===== src/rtl/tile_color_pkg.sv =====
// Shared types and constants for the tile/palette colour mapper:
// pixel colour struct, boot-time palette, world width helper and FSM states.
package tile_color_pkg;

    typedef struct packed {
        logic [7:0] r;
        logic [7:0] g;
        logic [7:0] b;
    } rgb_t;

    typedef enum logic {
        INIT,
        RUN
    } state_t;

    localparam int DEF_PAL_N = 4;

    localparam logic [23:0] DEF_PAL [DEF_PAL_N] = '{
        24'h00_00_7F,
        24'h8D_FC_C7,
        24'h11_5C_C7,
        24'h22_FC_AA
    };

    // Entries beyond the boot table come up black.
    function automatic rgb_t default_pal(input int idx);
        logic [1:0] sel;
        sel = 2'(idx);
        if (idx < DEF_PAL_N) begin
            return rgb_t'(DEF_PAL[sel]);
        end
        return '0;
    endfunction

    function automatic int WORLD_W(input int map_w, input int tile_shift);
        return map_w << tile_shift;
    endfunction

endpackage


===== src/rtl/tile_map_ram.sv =====
// Tile index store: one write port, one registered read port.
// A read of the cell being written in the same cycle returns the previous contents.
module tile_map_ram #(
    parameter int DEPTH  = 300,
    parameter int ADDR_W = 9,
    parameter int DATA_W = 2
) (
    input  logic              clk,
    input  logic              we,
    input  logic [ADDR_W-1:0] waddr,
    input  logic [DATA_W-1:0] wdata,
    input  logic [ADDR_W-1:0] raddr,
    output logic [DATA_W-1:0] rdata
);

    logic [DATA_W-1:0] mem [DEPTH];
    logic [DATA_W-1:0] rdata_q;

    always_ff @(posedge clk) begin
        if (we) begin
            mem[waddr] <= wdata;
        end
        rdata_q <= mem[raddr];
    end

    assign rdata = rdata_q;

endmodule


===== src/rtl/tile_color_mapper.sv =====
// Two-stage pixel colour pipeline: scrolled tile map through a writable palette,
// with solid sprite boxes on top. An init FSM reloads map and palette after reset.
module tile_color_mapper
    import tile_color_pkg::*;
#(
    parameter int TILE_SHIFT  = 5,
    parameter int MAP_W       = 20,
    parameter int MAP_H       = 15,
    parameter int IDX_W       = 2,
    parameter int NUM_SPRITES = 2
) (
    input  logic                      Clk,
    input  logic                      Reset,
    input  logic                      blank,
    input  logic [9:0]                DrawX,
    input  logic [9:0]                DrawY,
    input  logic [10:0]               scroll_x,
    input  logic                      map_we,
    input  logic [4:0]                map_col,
    input  logic [3:0]                map_row,
    input  logic [IDX_W-1:0]          map_wdata,
    input  logic                      pal_we,
    input  logic [IDX_W-1:0]          pal_idx,
    input  logic [23:0]               pal_rgb,
    input  logic [NUM_SPRITES-1:0]    spr_en,
    input  logic [NUM_SPRITES*10-1:0] spr_x,
    input  logic [NUM_SPRITES*10-1:0] spr_y,
    input  logic [NUM_SPRITES*10-1:0] spr_hw,
    input  logic [NUM_SPRITES*10-1:0] spr_hh,
    input  logic [NUM_SPRITES*24-1:0] spr_rgb,
    output logic                      init_done,
    output logic [7:0]                Red,
    output logic [7:0]                Green,
    output logic [7:0]                Blue
);

    localparam int          CELLS     = MAP_W * MAP_H;
    localparam int          ADDR_W    = $clog2(CELLS);
    localparam int          COL_W     = $clog2(MAP_W);
    localparam int          ROW_W     = $clog2(MAP_H);
    localparam int          PAL_DEPTH = 2 ** IDX_W;
    localparam logic [10:0] WORLD_PIX = 11'(WORLD_W(MAP_W, TILE_SHIFT));

    // ---------------- init FSM ----------------
    state_t            state_q, state_d;
    logic [ADDR_W-1:0] cell_q, cell_d;
    logic [COL_W-1:0]  icol_q, icol_d;
    logic [ROW_W-1:0]  irow_q, irow_d;
    logic              init_done_q, init_done_d;

    always_comb begin
        state_d     = state_q;
        cell_d      = cell_q;
        icol_d      = icol_q;
        irow_d      = irow_q;
        init_done_d = init_done_q;
        if (state_q == INIT) begin
            if (cell_q == ADDR_W'(CELLS - 1)) begin
                state_d     = RUN;
                init_done_d = 1'b1;
                cell_d      = '0;
                icol_d      = '0;
                irow_d      = '0;
            end else begin
                cell_d = cell_q + 1'b1;
                if (icol_q == COL_W'(MAP_W - 1)) begin
                    icol_d = '0;
                    irow_d = irow_q + 1'b1;
                end else begin
                    icol_d = icol_q + 1'b1;
                end
            end
        end
    end

    always_ff @(posedge Clk) begin
        if (Reset) begin
            state_q     <= INIT;
            cell_q      <= '0;
            icol_q      <= '0;
            irow_q      <= '0;
            init_done_q <= 1'b0;
        end else begin
            state_q     <= state_d;
            cell_q      <= cell_d;
            icol_q      <= icol_d;
            irow_q      <= irow_d;
            init_done_q <= init_done_d;
        end
    end

    assign init_done = init_done_q;

    // ---------------- map write port: init sweep or game logic ----------------
    logic              ram_we;
    logic [ADDR_W-1:0] ram_waddr;
    logic [IDX_W-1:0]  ram_wdata;

    always_comb begin
        ram_we    = 1'b0;
        ram_waddr = '0;
        ram_wdata = '0;
        if (state_q == INIT) begin
            ram_we    = 1'b1;
            ram_waddr = cell_q;
            ram_wdata = IDX_W'(irow_q + icol_q);
        end else begin
            ram_we    = map_we && (map_col < 5'(MAP_W)) && (map_row < 4'(MAP_H));
            ram_waddr = ADDR_W'(int'(map_row) * MAP_W + int'(map_col));
            ram_wdata = map_wdata;
        end
    end

    // ---------------- palette ----------------
    rgb_t pal_q [PAL_DEPTH];
    rgb_t pal_d [PAL_DEPTH];

    always_comb begin
        pal_d = pal_q;
        if (state_q == INIT && cell_q == '0) begin
            for (int i = 0; i < PAL_DEPTH; i++) begin
                pal_d[i] = default_pal(i);
            end
        end else if (state_q == RUN && pal_we) begin
            pal_d[pal_idx] = rgb_t'(pal_rgb);
        end
    end

    always_ff @(posedge Clk) begin
        pal_q <= pal_d;
    end

    // ---------------- S1: scroll, map address, sprite hits ----------------
    logic [10:0]       wx_sum, wx, col_c;
    logic [9:0]        row_c;
    logic              map_oob;
    logic [ADDR_W-1:0] rd_addr;
    logic [10:0]       px, py;

    // One conditional subtract suffices while scroll_x stays within the world width.
    always_comb begin
        wx_sum  = {1'b0, DrawX} + scroll_x;
        wx      = (wx_sum >= WORLD_PIX) ? (wx_sum - WORLD_PIX) : wx_sum;
        col_c   = wx >> TILE_SHIFT;
        row_c   = DrawY >> TILE_SHIFT;
        // Off-map columns (only reachable with DrawX beyond the world) share the row-overflow handling.
        map_oob = (row_c >= 10'(MAP_H)) || (col_c >= 11'(MAP_W));
        rd_addr = map_oob ? '0 : ADDR_W'(int'(row_c) * MAP_W + int'(col_c));
        px      = {1'b0, DrawX};
        py      = {1'b0, DrawY};
    end

    logic [IDX_W-1:0] tile_idx;

    tile_map_ram #(
        .DEPTH  (CELLS),
        .ADDR_W (ADDR_W),
        .DATA_W (IDX_W)
    ) u_map (
        .clk   (Clk),
        .we    (ram_we),
        .waddr (ram_waddr),
        .wdata (ram_wdata),
        .raddr (rd_addr),
        .rdata (tile_idx)
    );

    logic [NUM_SPRITES-1:0] hit_c;

    genvar gi;
    generate
        for (gi = 0; gi < NUM_SPRITES; gi++) begin : g_spr
            logic [10:0] sx, sy, shw, shh;
            assign sx  = {1'b0, spr_x[gi*10 +: 10]};
            assign sy  = {1'b0, spr_y[gi*10 +: 10]};
            assign shw = {1'b0, spr_hw[gi*10 +: 10]};
            assign shh = {1'b0, spr_hh[gi*10 +: 10]};
            assign hit_c[gi] = spr_en[gi]
                             && (px + shw >= sx) && (px <= sx + shw)
                             && (py + shh >= sy) && (py <= sy + shh);
        end
    endgenerate

    logic                      s1_blank_q, s1_blank_d;
    logic                      s1_oob_q, s1_oob_d;
    logic [NUM_SPRITES-1:0]    s1_hit_q, s1_hit_d;
    logic [NUM_SPRITES*24-1:0] s1_spr_rgb_q, s1_spr_rgb_d;

    always_comb begin
        s1_blank_d   = blank;
        s1_oob_d     = map_oob;
        s1_hit_d     = hit_c;
        s1_spr_rgb_d = spr_rgb;
    end

    always_ff @(posedge Clk) begin
        if (Reset) begin
            s1_blank_q   <= 1'b0;
            s1_oob_q     <= 1'b0;
            s1_hit_q     <= '0;
            s1_spr_rgb_q <= '0;
        end else begin
            s1_blank_q   <= s1_blank_d;
            s1_oob_q     <= s1_oob_d;
            s1_hit_q     <= s1_hit_d;
            s1_spr_rgb_q <= s1_spr_rgb_d;
        end
    end

    // ---------------- S2: palette lookup and sprite priority ----------------
    rgb_t rgb_q, rgb_d;

    always_comb begin
        rgb_d = '0;
        if (state_q == RUN && s1_blank_q) begin
            rgb_d = s1_oob_q ? pal_q[0] : pal_q[tile_idx];
            // Walk from the highest index down so sprite 0 ends up on top.
            for (int i = NUM_SPRITES - 1; i >= 0; i--) begin
                if (s1_hit_q[i]) begin
                    rgb_d = rgb_t'(s1_spr_rgb_q[i*24 +: 24]);
                end
            end
        end
    end

    always_ff @(posedge Clk) begin
        if (Reset) begin
            rgb_q <= '0;
        end else begin
            rgb_q <= rgb_d;
        end
    end

    assign Red   = rgb_q.r;
    assign Green = rgb_q.g;
    assign Blue  = rgb_q.b;

endmodule


===== config.mk =====
export PLATFORM = sky130hd
export DESIGN_NAME = tile_color_mapper
export DESIGN_NICKNAME = d
export VERILOG_FILES = /design/src/rtl/tile_color_pkg.sv /design/src/rtl/tile_map_ram.sv /design/src/rtl/tile_color_mapper.sv
export SDC_FILE = /design/constraint.sdc
export NUM_CORES = 2
export LEC_CHECK = 0
export CAP_MARGIN = 30
export CORE_ASPECT_RATIO = 1.5
export CORE_MARGIN = 3
export CORE_UTILIZATION = 50
export DETAILED_ROUTE_END_ITERATION = 10
export MAX_ROUTING_LAYER = met4
export PLACE_DENSITY_LB_ADDON = 0.3
export SETUP_SLACK_MARGIN = 0.5
export SKIP_LAST_GASP = 1
export SYNTH_ARGS = -nofsm -noshare
export SYNTH_HDL_FRONTEND = slang
export SYNTH_HIERARCHICAL = 1
export SYNTH_SLANG_ARGS = --single-unit

===== constraint.sdc =====
create_clock -name Clk -period 17.8 [get_ports Clk]
set_clock_uncertainty 0.05 [all_clocks]
set_input_delay 3.56 -clock Clk [delete_from_list [all_inputs] [get_ports Clk]]
set_output_delay 3.56 -clock Clk [all_outputs]
set_load 0.02 [all_outputs]

==> flow_summary.yaml <==
status:
  status: "finished clean"
finish:
  stdcell_count: 4345
  layout-drive-gt1-share_pct: 9.96
  syn_to_final_growth_pct: 14.3
  num-fill-cells: 6162
  layout.nets: 3677
  design_area_um2: 45000
logic_synthesis:
  syn_avg_cell_area_um2: 12.8
  synth_cell_types: 83
  synth_area_leaders: "edfxtp_1 (53%), mux4_2 (7.6%), ha_1 (6.1%)"
  async_flop_share_pct: 0
  netlist_area_um2: 39300
  ys_warn_count: 6
  synth_fp_nets: 3490
  yosys.area.top_type: "edfxtp_1"
  synth_top_area_share_pct: 53.1
  yosysMostFrequentCell: "edfxtp_1"
  netlist_top_cells_count: "edfxtp_1 (696), nor2_1 (493), a21oi_1 (210)"
  ys.flop_type: "edfxtp_1"
  synth-compound-area-share_pct: 8.82
  synth-simple-area-share_pct: 10.7
  synthAdderAreaFrac_pct: 6.77
  synth_edf_count: 696
  synthMuxAreaShare_pct: 10.6
  post_synth_xor_area_fraction_pct: 1.87
  yosysSeqAreaShare_pct: 58.0
  postSynthCellCount: 3082
  synth_top_family_by_area: "simple AND/OR/NAND/NOR gates"
  ys_ff_latch: 792
clocking:
  htree_levels: 3
  root_buffer: "clkbuf_16"
  cts_tree: "done"
  hold_buffers: 0
  clk_pin_slew_ns: 0.06
  clk_path_buf_depth: 3
  worstSkewPairLatency_ns: 0.62
  clock-sinks: 792
  cts_setup_buffers: 0
  cts_inserted_buffers: 74
  cts_resized: 0
floorplanning:
  coreArea_um2: 77700
  rows: 125
  start_util_pct: 50.6
  die_y_um: 350
  die_w_um: 235
  ios: 228
  die-area_um2: 82100
setup_path:
  startpoint_type: "input port"
  path_cells: "clkdlybuf4s50_1 > inv_1 > fa_1 > nand2b_1 > a21o_1 > nand3_1 > a21o_1 > nand2_1 > ha_1 > inv_1 > nor2_1 > a221o_1 > nor3_1 > and2_4 > buf_12 > buf_4 > mux4_1 > mux4_2 > a311o_1 > a2111oi_2 > nor4_1"
  crit_family: "buffers and inverters"
  cp.arrival_ns: 11.48
  cpPeakStageDelay_ns: 0.79
  required_ns: 18.23
  critPathSlowestCell: "and2_4"
  path_max_fanout: 99
  crit_type: "input port to flop"
  cp-end-kind: "flop"
  cp_num_buf_inv: 5
place:
  dp_hpwl_um: 67800
  placed_area_um2: 42600
  port_buffers: 227
  gp_congestion: 0.901
  dp_cells: 4208
sta:
  max-slew-margin-rel_pct: 7.99
  max_freq_ghz: 0.0905
  post-route-period-util_pct: 62.1
  period_needed_ns: 11.05
  hold_viol_final: 0
  hold_slack_ns: 0.416
  rsz0062_at_grt: "no"
  tns_ns: 0
  tightestPinTransition_ns: 1.38
  maxSlewViolCount: 0
  setup_viol: 0
pwr:
  power_density_nw_per_um2: 107
  leakagePower_uw: 0.0156
  peakVddDrop_mv: 0.0742
  report.power.total_uw: 4800
global_routing:
  grt_pass1_wl_um: 159000
  grt_overflow: 0
  antenna_found_initial: 5
  grt_pass1_vias: 27000
  grt_max_degree: 301
  gr-usage-all-layers_pct: 25.6
drt:
  drtIter0Drc: 2474
  drc_errors: 0
  dr.pass1.iters: 5
  vias: 26200
  detail_route.wl_per_cell_um: 23.6
  drt-total-wl_um: 102000
  ant_nets: 0
  routed_via_density: 6.04
worst_hold_path:
  hold_class: "flop to flop"
job:
  drv_cap: 0
==> per-layer routing <==
layer | part of all wire, % | global-route usage, % | up-vias
met1 | 37 | 30.6 | 13000
met3 | 7.0 | 3.18 | 237
li1 | - | - | 11900
met2 | 51 | 44.0 | 1165
met4 | 4.4 | 10.7 | 0
met5 | 0 | - | -
==> final cells by class <==
type / instances / area [µm²] / share of cell area (%)
Tap cell: 1016 / 1270 / 2.83
Clock inverter: 27 / 277 / 0.615
Antenna cell: 7 / 17.5 / 0.0390
Multi-Input combinational cell: 1996 / 15300 / 34.0
Timing Repair Buffer: 275 / 2710 / 6.03
Inverter: 130 / 488 / 1.09
Sequential cell: 792 / 22800 / 50.8
Clock buffer: 102 / 2080 / 4.63
==> worst register-to-register path: cells and delay by family, from the launching register on <==
family,cells,cell delay [ns]
DFF,1,0.76
muxes,1,0.48
and+or+nand+nor,3,1.68
==> registers in the layout, indices dropped and copies added, names as in the netlist, 5 cells and up <==
register      flops
Red               8
s1_spr_rgb_q     48
cell_q            9
icol_q            5
Green             8
u_map/mem       600
pal_q            96
Blue              8
==> through the flow <==
stage / setup WS (ns) / utilization [%]
finish: 6.75 / 57.8
global route: 6.02 / 57.8
CTS: 6.73 / 57.8
detailed placement: 6.06 / 54.8
global placement: 6.26 / 54.7
floorplan: 2.82 / -
==> final timing paths <==
kind	from	end	slack (ns)	cells past startpoint
hold reg to reg	s1_spr_rgb_q[22]	Red[6]	0.42	2
setup reg to reg	state_q	u_map/mem[48][1]	14.49	4
hold / removal	s1_spr_rgb_q[22]	Red[6]	0.42	2
setup / recovery	DrawX[1]	u_map/rdata[1]	6.75	21
==> cell families (layout without fill, tap and decap cells) <==
family / Yosys count / in the layout
flip-flops: 792 / 792
other: 0 / 7
AND/OR/NAND/NOR: 940 / 940
adder cells (fa/ha/maj): 205 / 205
multiplexers: 231 / 231
AO/OA/AOI/OAI: 537 / 537
XOR/XNOR: 83 / 83
buffers and inverters: 294 / 534
==> cells in the final DEF (no fill, tap or decap), types with 8 or more instances in the layout <==
master / n
nand4_1: 19
mux4_2: 132
nor3_1: 23
clkbuf_8: 8
a221oi_1: 17
o211ai_1: 31
nand2_1: 154
buf_4: 41
xor2_1: 25
clkbuf_1: 17
a21o_1: 46
nor3b_1: 8
nand3_1: 68
a211oi_1: 28
clkinv_2: 8
fa_1: 13
a21oi_1: 210
mux4_1: 10
clkdlybuf4s50_1: 226
o22ai_1: 17
mux2i_1: 69
nor2_1: 492
o21ai_0: 60
a22o_1: 10
nor2b_1: 103
dfxtp_1: 94
edfxtp_1: 696
o21bai_1: 37
a22oi_1: 11
xnor2_1: 57
ha_1: 192
inv_1: 131
mux2_2: 18
clkbuf_16: 76
and2_1: 8
o21a_1: 15
nand2b_1: 15
==> power breakdown <==
part / total [µW] / switching, µW / internal, µW
clock network: 1550 / 667 / 879
registers: 2130 / 28.7 / 2100
logic: 1130 / 669 / 462
(Power assumes the default switching activity.)
